## config.mk

```make
export PLATFORM = sky130hd
export DESIGN_NAME = branch_unit
export DESIGN_NICKNAME = d
export VERILOG_FILES = /design/src/rtl/branch_unit.sv
export SDC_FILE = /design/constraint.sdc
export NUM_CORES = 1
export LEC_CHECK = 0
export CAP_MARGIN = 20
export CORE_MARGIN = 1.5
export CORE_UTILIZATION = 46
export CTS_BUF_LIST = sky130_fd_sc_hd__clkbuf_4
export CTS_CLUSTER_DIAMETER = 30
export DETAILED_ROUTE_END_ITERATION = 6
export HOLD_SLACK_MARGIN = 0.15
export PLACE_DENSITY = 0.79
export RECOVER_POWER = 25
export SLEW_MARGIN = 5
export SYNTH_ARGS = -nofsm -noshare
export SYNTH_HDL_FRONTEND = slang
export SYNTH_SLANG_ARGS = --single-unit
```

## constraint.sdc

```tcl
create_clock -name clk -period 2.1 [get_ports clk]
set_clock_uncertainty 0.15 [all_clocks]
set_input_delay 0.315 -clock clk [delete_from_list [all_inputs] [get_ports clk]]
set_output_delay 0.315 -clock clk [all_outputs]
set_load 0.02 [all_outputs]
```

## src/rtl/branch_unit.sv

```systemverilog
// Branch unit: three-state sequencer (IDLE -> EVAL -> COMMIT) that resolves a
// conditional branch or branch-with-link and owns the program counter.
module branch_unit (
    input  logic        clk,
    input  logic        rst,
    input  logic        start,
    input  logic        is_bl,
    input  logic [2:0]  cond,
    input  logic [12:0] offset,
    input  logic [7:0]  branch_logic,
    input  logic        pc_inc,
    input  logic        pc_wr_en,
    input  logic [15:0] pc_wr_data,
    output logic [15:0] pc_out,
    output logic [15:0] lr_out,
    output logic        lr_wr,
    output logic        busy,
    output logic        done,
    output logic        taken
);

    typedef enum logic [1:0] {IDLE, EVAL, COMMIT} state_t;

    state_t      state_q, state_d;
    logic [15:0] pc_q, pc_d;
    logic [15:0] pc_base_q, pc_base_d;
    logic        is_bl_q, is_bl_d;
    logic [2:0]  cond_q, cond_d;
    logic [12:0] offset_q, offset_d;
    logic        taken_q, taken_d;
    logic [15:0] sext_off;
    logic [15:0] target;
    logic        commit_vld;

    always_ff @(posedge clk) begin
        if (rst) begin
            state_q   <= IDLE;
            pc_q      <= 16'h0000;
            pc_base_q <= 16'h0000;
            is_bl_q   <= 1'b0;
            cond_q    <= 3'd0;
            offset_q  <= 13'd0;
            taken_q   <= 1'b0;
        end else begin
            state_q   <= state_d;
            pc_q      <= pc_d;
            pc_base_q <= pc_base_d;
            is_bl_q   <= is_bl_d;
            cond_q    <= cond_d;
            offset_q  <= offset_d;
            taken_q   <= taken_d;
        end
    end

    always_comb begin
        state_d = state_q;
        case (state_q)
            IDLE:    if (start) state_d = EVAL;
            EVAL:    state_d = COMMIT;
            COMMIT:  state_d = IDLE;
            default: state_d = IDLE;
        endcase
    end

    // Operands and the decision are captured in the cycle they become valid;
    // pc_base is the PC before any same-edge increment or write.
    always_comb begin
        pc_base_d = pc_base_q;
        is_bl_d   = is_bl_q;
        cond_d    = cond_q;
        offset_d  = offset_q;
        taken_d   = taken_q;
        if (state_q == IDLE && start) begin
            pc_base_d = pc_q;
            is_bl_d   = is_bl;
            cond_d    = cond;
            offset_d  = offset;
        end
        if (state_q == EVAL)
            taken_d = is_bl_q | branch_logic[cond_q];
    end

    always_comb begin
        sext_off = is_bl_q ? {{3{offset_q[12]}}, offset_q}
                           : {{6{offset_q[9]}}, offset_q[9:0]};
        target   = pc_base_q + (sext_off << 1);
        pc_d     = pc_q;
        if (state_q == COMMIT && taken_q)
            pc_d = target;
        else if (pc_wr_en)
            pc_d = {pc_wr_data[15:1], 1'b0};
        else if (pc_inc)
            pc_d = pc_q + 16'd2;
    end

    // Strobes are masked by rst so an aborted branch never signals completion.
    always_comb begin
        commit_vld = (state_q == COMMIT) && !rst;
        done       = commit_vld;
        taken      = commit_vld && taken_q;
        lr_wr      = commit_vld && is_bl_q;
        lr_out     = lr_wr ? pc_base_q : 16'h0000;
        busy       = (state_q != IDLE) && !rst;
        pc_out     = pc_q;
    end

endmodule

```

Word-level counts from Yosys, hierarchy flattened:

Index checks and enable logic that the tools add are counted.

* add/subtract/negate cells: 2
* magnitude comparators: 1
* equality and inequality tests: 3
* mux-type cells: 9
* bitwise operators: 1
* reduce and logical (&&, ||, !) cells: 10

Operators by type and width (count)
* 16-bit two-way mux: 4
* 16-bit adder: 1
* 16-bit by 2-bit adder with 16-bit output, second input constant: 1
* 15-bit two-way mux: 1
* 1-bit logical AND: 6
* 3-bit by 4-bit less-than comparator with 1-bit output, second input constant: 1
* 2-bit one-hot mux with 2 select lines: 1
* 1-bit binary-select mux with 3-bit select: 1
* 3-bit nonzero test: 1
* 2-bit by 1-bit == test with 1-bit output, second input constant: 1
* 2-bit == test, second input constant: 1
* 2-bit zero test: 1
* 2-bit two-way mux: 1
* 2-bit inequality test, second input constant: 1
* 2-bit nonzero test: 1
* 1-bit zero test: 1
* 1-bit two-way mux: 1
* 1-bit bitwise OR: 1

* bits in registers: 52
* bits of input ports: 46
* output and inout port bits: 36
* word-level logic and storage cells: 33

Longest topological paths before layout:

* depth in word-level cells: 4
* mapped depth: 11
* gate-level depth less buffers: 10

Least setup slack after synthesis:

No wires, ideal clock.

* kind: flip-flop to flip-flop
* start: register is_bl_q
* end: register pc_q[15], in the netlist pc_out[15]
* data arrival time: 1995 ps
* data required time: 1891 ps
* slack: -103 ps
* stages on the path, launching flop included: 10
* cells stage by stage: dfxtp_1 nand2b_1 a21boi_0 inv_1 ha_1 a211oi_1 nand2b_1 a21o_1 mux2_4 nand2_1

* word-level cells in the longest chain between the ends: 3

Ends and longest elaborated chain
* from (decl): line 27 `logic is_bl_q, is_bl_d;`
* from (signal assigned): line 48 `is_bl_q <= is_bl_d;`
* 15-bit two-way mux: line 84 `sext_off = is_bl_q ? {{3{offset_q[12]}}, offset_q}`
* 16-bit adder: line 86 `target = pc_base_q + (sext_off << 1);`
* 16-bit two-way mux: line 88 `if (state_q == COMMIT && taken_q)`
* to (signal assigned): line 46 `pc_q <= pc_d;`
* to (decl): line 25 `logic [15:0] pc_q, pc_d;`

No other way between the ends.
A chain may end at the register's enable or synchronous reset.

Final worst setup path:

* start: register pc_base_q[1]
* end: register pc_q[15], in the netlist pc_out[15]

* word-level cells in the longest chain between the ends: 2

Ends and longest elaborated chain
* from (decl): line 26 `logic [15:0] pc_base_q, pc_base_d;`
* from (signal assigned): line 47 `pc_base_q <= pc_base_d;`
* 16-bit adder: line 86
* 16-bit two-way mux: line 88

No other way between the ends.

==> impl_metrics.json <==
{
  "drt_drc_violations_left": 0,
  "hold_path_startpoint": "offset[2]",
  "synth_edf_count": 0,
  "finalHoldViolations": 0,
  "avg_wl_per_cell_um": 15.5,
  "holdBufCountCts": 0,
  "critical_path_required_ps": 2280,
  "cts.clk_slew.worst_paths_ps": 150,
  "design.core.area_sq_mm": 0.00649,
  "utilization_pct": 69.0,
  "global_route.usage.total_pct": 25.1,
  "r2r-start": "pc_base_q[1]",
  "synth.avg_cell_area_sq_um": 7.49,
  "place_hpwl_mm": 6.81,
  "worst_r2r_endpoint": "pc_out[15]",
  "power.switching_fraction_pct": 29.7,
  "first_iter_violations": 175,
  "syn_to_final_growth_pct": 42.1,
  "slowest_delay_ps": 370,
  "netlist_area_sq_mm": 0.00315,
  "grt_first_pass_wirelength_mm": 14.6,
  "ctsLongestPathBuffers": 2,
  "ant_nets": 0,
  "synth_area_leaders": "sky130_fd_sc_hd__dfxtp_1 (33%), sky130_fd_sc_hd__nand2_1 (12%), sky130_fd_sc_hd__a21oi_1 (7.9%), sky130_fd_sc_hd__ha_1 (6.0%), sky130_fd_sc_hd__xnor2_1 (3.9%)",
  "worst_ep_arrival_time_ps": 2380,
  "wl_mm": 9.42,
  "yosysTopAreaCellShare_pct": 33.0,
  "vdd_ir_drop_max_mv": 0.375,
  "detailedPlace.worstSlack_ps": -417,
  "initial_utilization_pct": 48.5,
  "io_pins": 82,
  "crit_path_max_fanout": 2,
  "tritoncts": "done",
  "synth_ff_type": "sky130_fd_sc_hd__dfxtp_1",
  "hold_depth": 3,
  "num-fill-cells": 553,
  "die_h_um": 85.8,
  "reg2reg_setup_slack_ps": -100,
  "timing.max_cap.violations": 0,
  "timing.slew.headroom_pct": 53.4,
  "worst_slack_ps": -101,
  "design.final.nets": 590,
  "switchingPower_mw": 0.664,
  "proportion_of_synthesized_flip_flops_having_asynchronous_set_or_reset_pct": 0,
  "synthDominantAreaCellType": "sky130_fd_sc_hd__dfxtp_1",
  "setup.worst_path.start_class": "flip-flop",
  "via_per_inst": 5.59,
  "hold-path-endpoint": "offset_q[2]",
  "drt-pass1-iter-count": 5,
  "grt_max_degree": 48,
  "fp.dieW_um": 85.8,
  "yosysUniqueCellTypes": 47,
  "setup.worst_path.end_class": "flip-flop",
  "placement_rows": 29,
  "transition_time_at_the_pin_with_the_least_slew_margin_ps": 698,
  "syn-num-nets": 483,
  "final.min_clock_period_ps": 2200,
  "h-tree-depth": 2,
  "worstHoldPathType": "input port to flip-flop",
  "clk_latency_ps": 380,
  "multi_input_comb_area_sq_mm": 0.00213,
  "tritoncts.num_buffers": 5,
  "slew_viol_final": 0,
  "violations": "setup timing",
  "comb_power_share_pct": 24.9,
  "dr_total_vias": 3389,
  "power_density_mw_per_mm2": 500,
  "final-setup-viol-count": 18,
  "ys_ff_latch": 52,
  "fmaxAchievable_mhz": 454,
  "ys_seq_area_share_pct": 33.0,
  "outcome": "complete, but fails checks",
  "final_layout_size_suffix_gt1_share_pct": 20.2,
  "grt_pass1_vias": 3063,
  "gpl.final_weighted_congestion": 0.890,
  "storage_element_area_sq_mm": 0.00105,
  "ys.warnings.count": 0,
  "seqPwrFrac_pct": 49.2,
  "clkPwrFrac_pct": 26.0,
  "gate_count_of_the_mapped_netlist": 421,
  "buffers_on_ports": 80,
  "num_antenna_cells": 0,
  "clock-sinks": 52,
  "cp_slowest_cell": "sky130_fd_sc_hd__dfxtp_2",
  "number_of_antenna_violations_at_the_first_check_in_global_routing": 0,
  "grt_overflow_total": 0,
  "cell_internal_pwr_mw": 1.58,
  "final_min_period_over_clock_period_pct": 105,
  "cts_root_buffer": "sky130_fd_sc_hd__clkbuf_4",
  "path_cells": "ha_4 > inv_2 > fa_2 > nor2b_4 > o31a_1 > or3_4 > a21o_1 > mux2_4 > nand2_2",
  "setup.worst_path.class": "flip-flop to flip-flop",
  "r2r_cells": 9,
  "dieArea_sq_mm": 0.00736,
  "total_leakage_power_nw": 1.92,
  "grt_setup_unrepaired": "yes"
}
layout by cell type (no fill, tap or decap), types with 10 or more instances in the layout:
cell and count:
sky130_fd_sc_hd__clkdlybuf4s50_1 59, sky130_fd_sc_hd__nand2_1 97, sky130_fd_sc_hd__o21ai_0 18, sky130_fd_sc_hd__a211oi_1 10
sky130_fd_sc_hd__xnor2_1 12, sky130_fd_sc_hd__nor2_1 21, sky130_fd_sc_hd__buf_4 45, sky130_fd_sc_hd__ha_1 11
sky130_fd_sc_hd__dfxtp_1 47, sky130_fd_sc_hd__a21oi_1 46, sky130_fd_sc_hd__and3_1 17
logic make-up after synthesis:
logic type      synth area share, %
simple gates                   26.3
compound gates                 19.8
flops                          33.0
buf+inv                        4.29
xor+xnor                       6.39
fa+ha+maj                      6.59
mux                            3.53
worst max-delay path by stage:
stage / from / endpoint / slack [ps] / cells after the start
floorplan: pc_base_q[1] / pc_out[15] / -30 / 9
global placement: rst / lr_out[3] / -390 / 5
detailed placement: rst / lr_out[13] / -420 / 5
CTS: is_bl_q / pc_out[15] / -150 / 10
global route: is_bl_q / pc_out[15] / -150 / 10
finish: pc_base_q[1] / pc_out[15] / -100 / 9
synth_stat cells, drive strengths merged (3+ instances only):
| cell | count |
|---|---|
| nand3 | 9 |
| xnor2 | 14 |
| nand2b | 4 |
| a21oi | 50 |
| a211oi | 12 |
| nand2 | 99 |
| nor3 | 7 |
| buf | 4 |
| and3 | 17 |
| xor2 | 9 |
| clkbuf | 22 |
| nand4 | 7 |
| mux2i | 4 |
| dfxtp | 52 |
| nor2 | 23 |
| a21o | 3 |
| ha | 15 |
| o21ai | 22 |
| inv | 9 |
| a22o | 4 |
through the flow:
step / cells / hold slack, ps / TNS [ps] / total power [mW] / cell area (sq um)
after detailed placement: 593 / 300 / -7410 / 1.65 / 4290
after global routing: 606 / 293 / -1880 / 2.34 / 4480
after floorplan: 421 / 286 / -32.1 / 1.39 / 3160
after CTS: 605 / 314 / -186 / 2.22 / 4380
after global placement: 593 / 294 / -7100 / 1.64 / 4290
final: 606 / 312 / -904 / 2.24 / 4480
metal layers:
| layer | up-vias | global-route usage (%) | part of all wire (%) |
|---|---|---|---|
| met1 | 1566 | 34.8 | 47 |
| li1 | 1680 | - | - |
| met2 | 133 | 41.3 | 46 |
| met3 | 10 | 3.75 | 5.6 |
| met5 | - | 0 | 0 |
| met4 | 0 | 5.87 | 0.96 |
final cells by class:
class	count	area share, %
Sequential cell	52	23.4
Timing Repair Buffer	126	24.4
Multi-Input combinational cell	334	47.5
Clock inverter	3	0.949
Inverter	9	0.754
Clock buffer	5	0.838
Tap cell	77	2.15
power groups by stage:
| stage | clock network (mW) | logic (mW) | registers, mW |
|---|---|---|---|
| floorplan | 0 | 0.257 | 1.13 |
| finish | 0.581 | 0.557 | 1.10 |
| CTS | 0.583 | 0.543 | 1.10 |
| global route | 0.623 | 0.604 | 1.11 |
| global placement | 0 | 0.524 | 1.11 |
| detailed placement | 0 | 0.533 | 1.12 |
worst max-delay path: cells and delay by family (launching register included):
family,cells,cell delay [ps]
compound gates,2,450
fa+ha+maj,2,380
buf+inv,1,50
flops,1,370
mux,1,300
simple gates,3,450
sequential cells by signal (all words and copies together), names as in the netlist:
signal	flops
is_bl_q	1
state_q	2
offset_q	13
pc_out	16
taken_q	1
pc_base_q	16
cond_q	3
repair_timing:
action / 4_1_cts / 5_1_grt
gates cloned: 1 / 0
resized for setup: 84 / 38
setup endpoints to repair: 25 / 30
pin swaps: 11 / 20
setup buffers: 4 / 2
No activity file was read; power rests on OpenSTA's default activity.
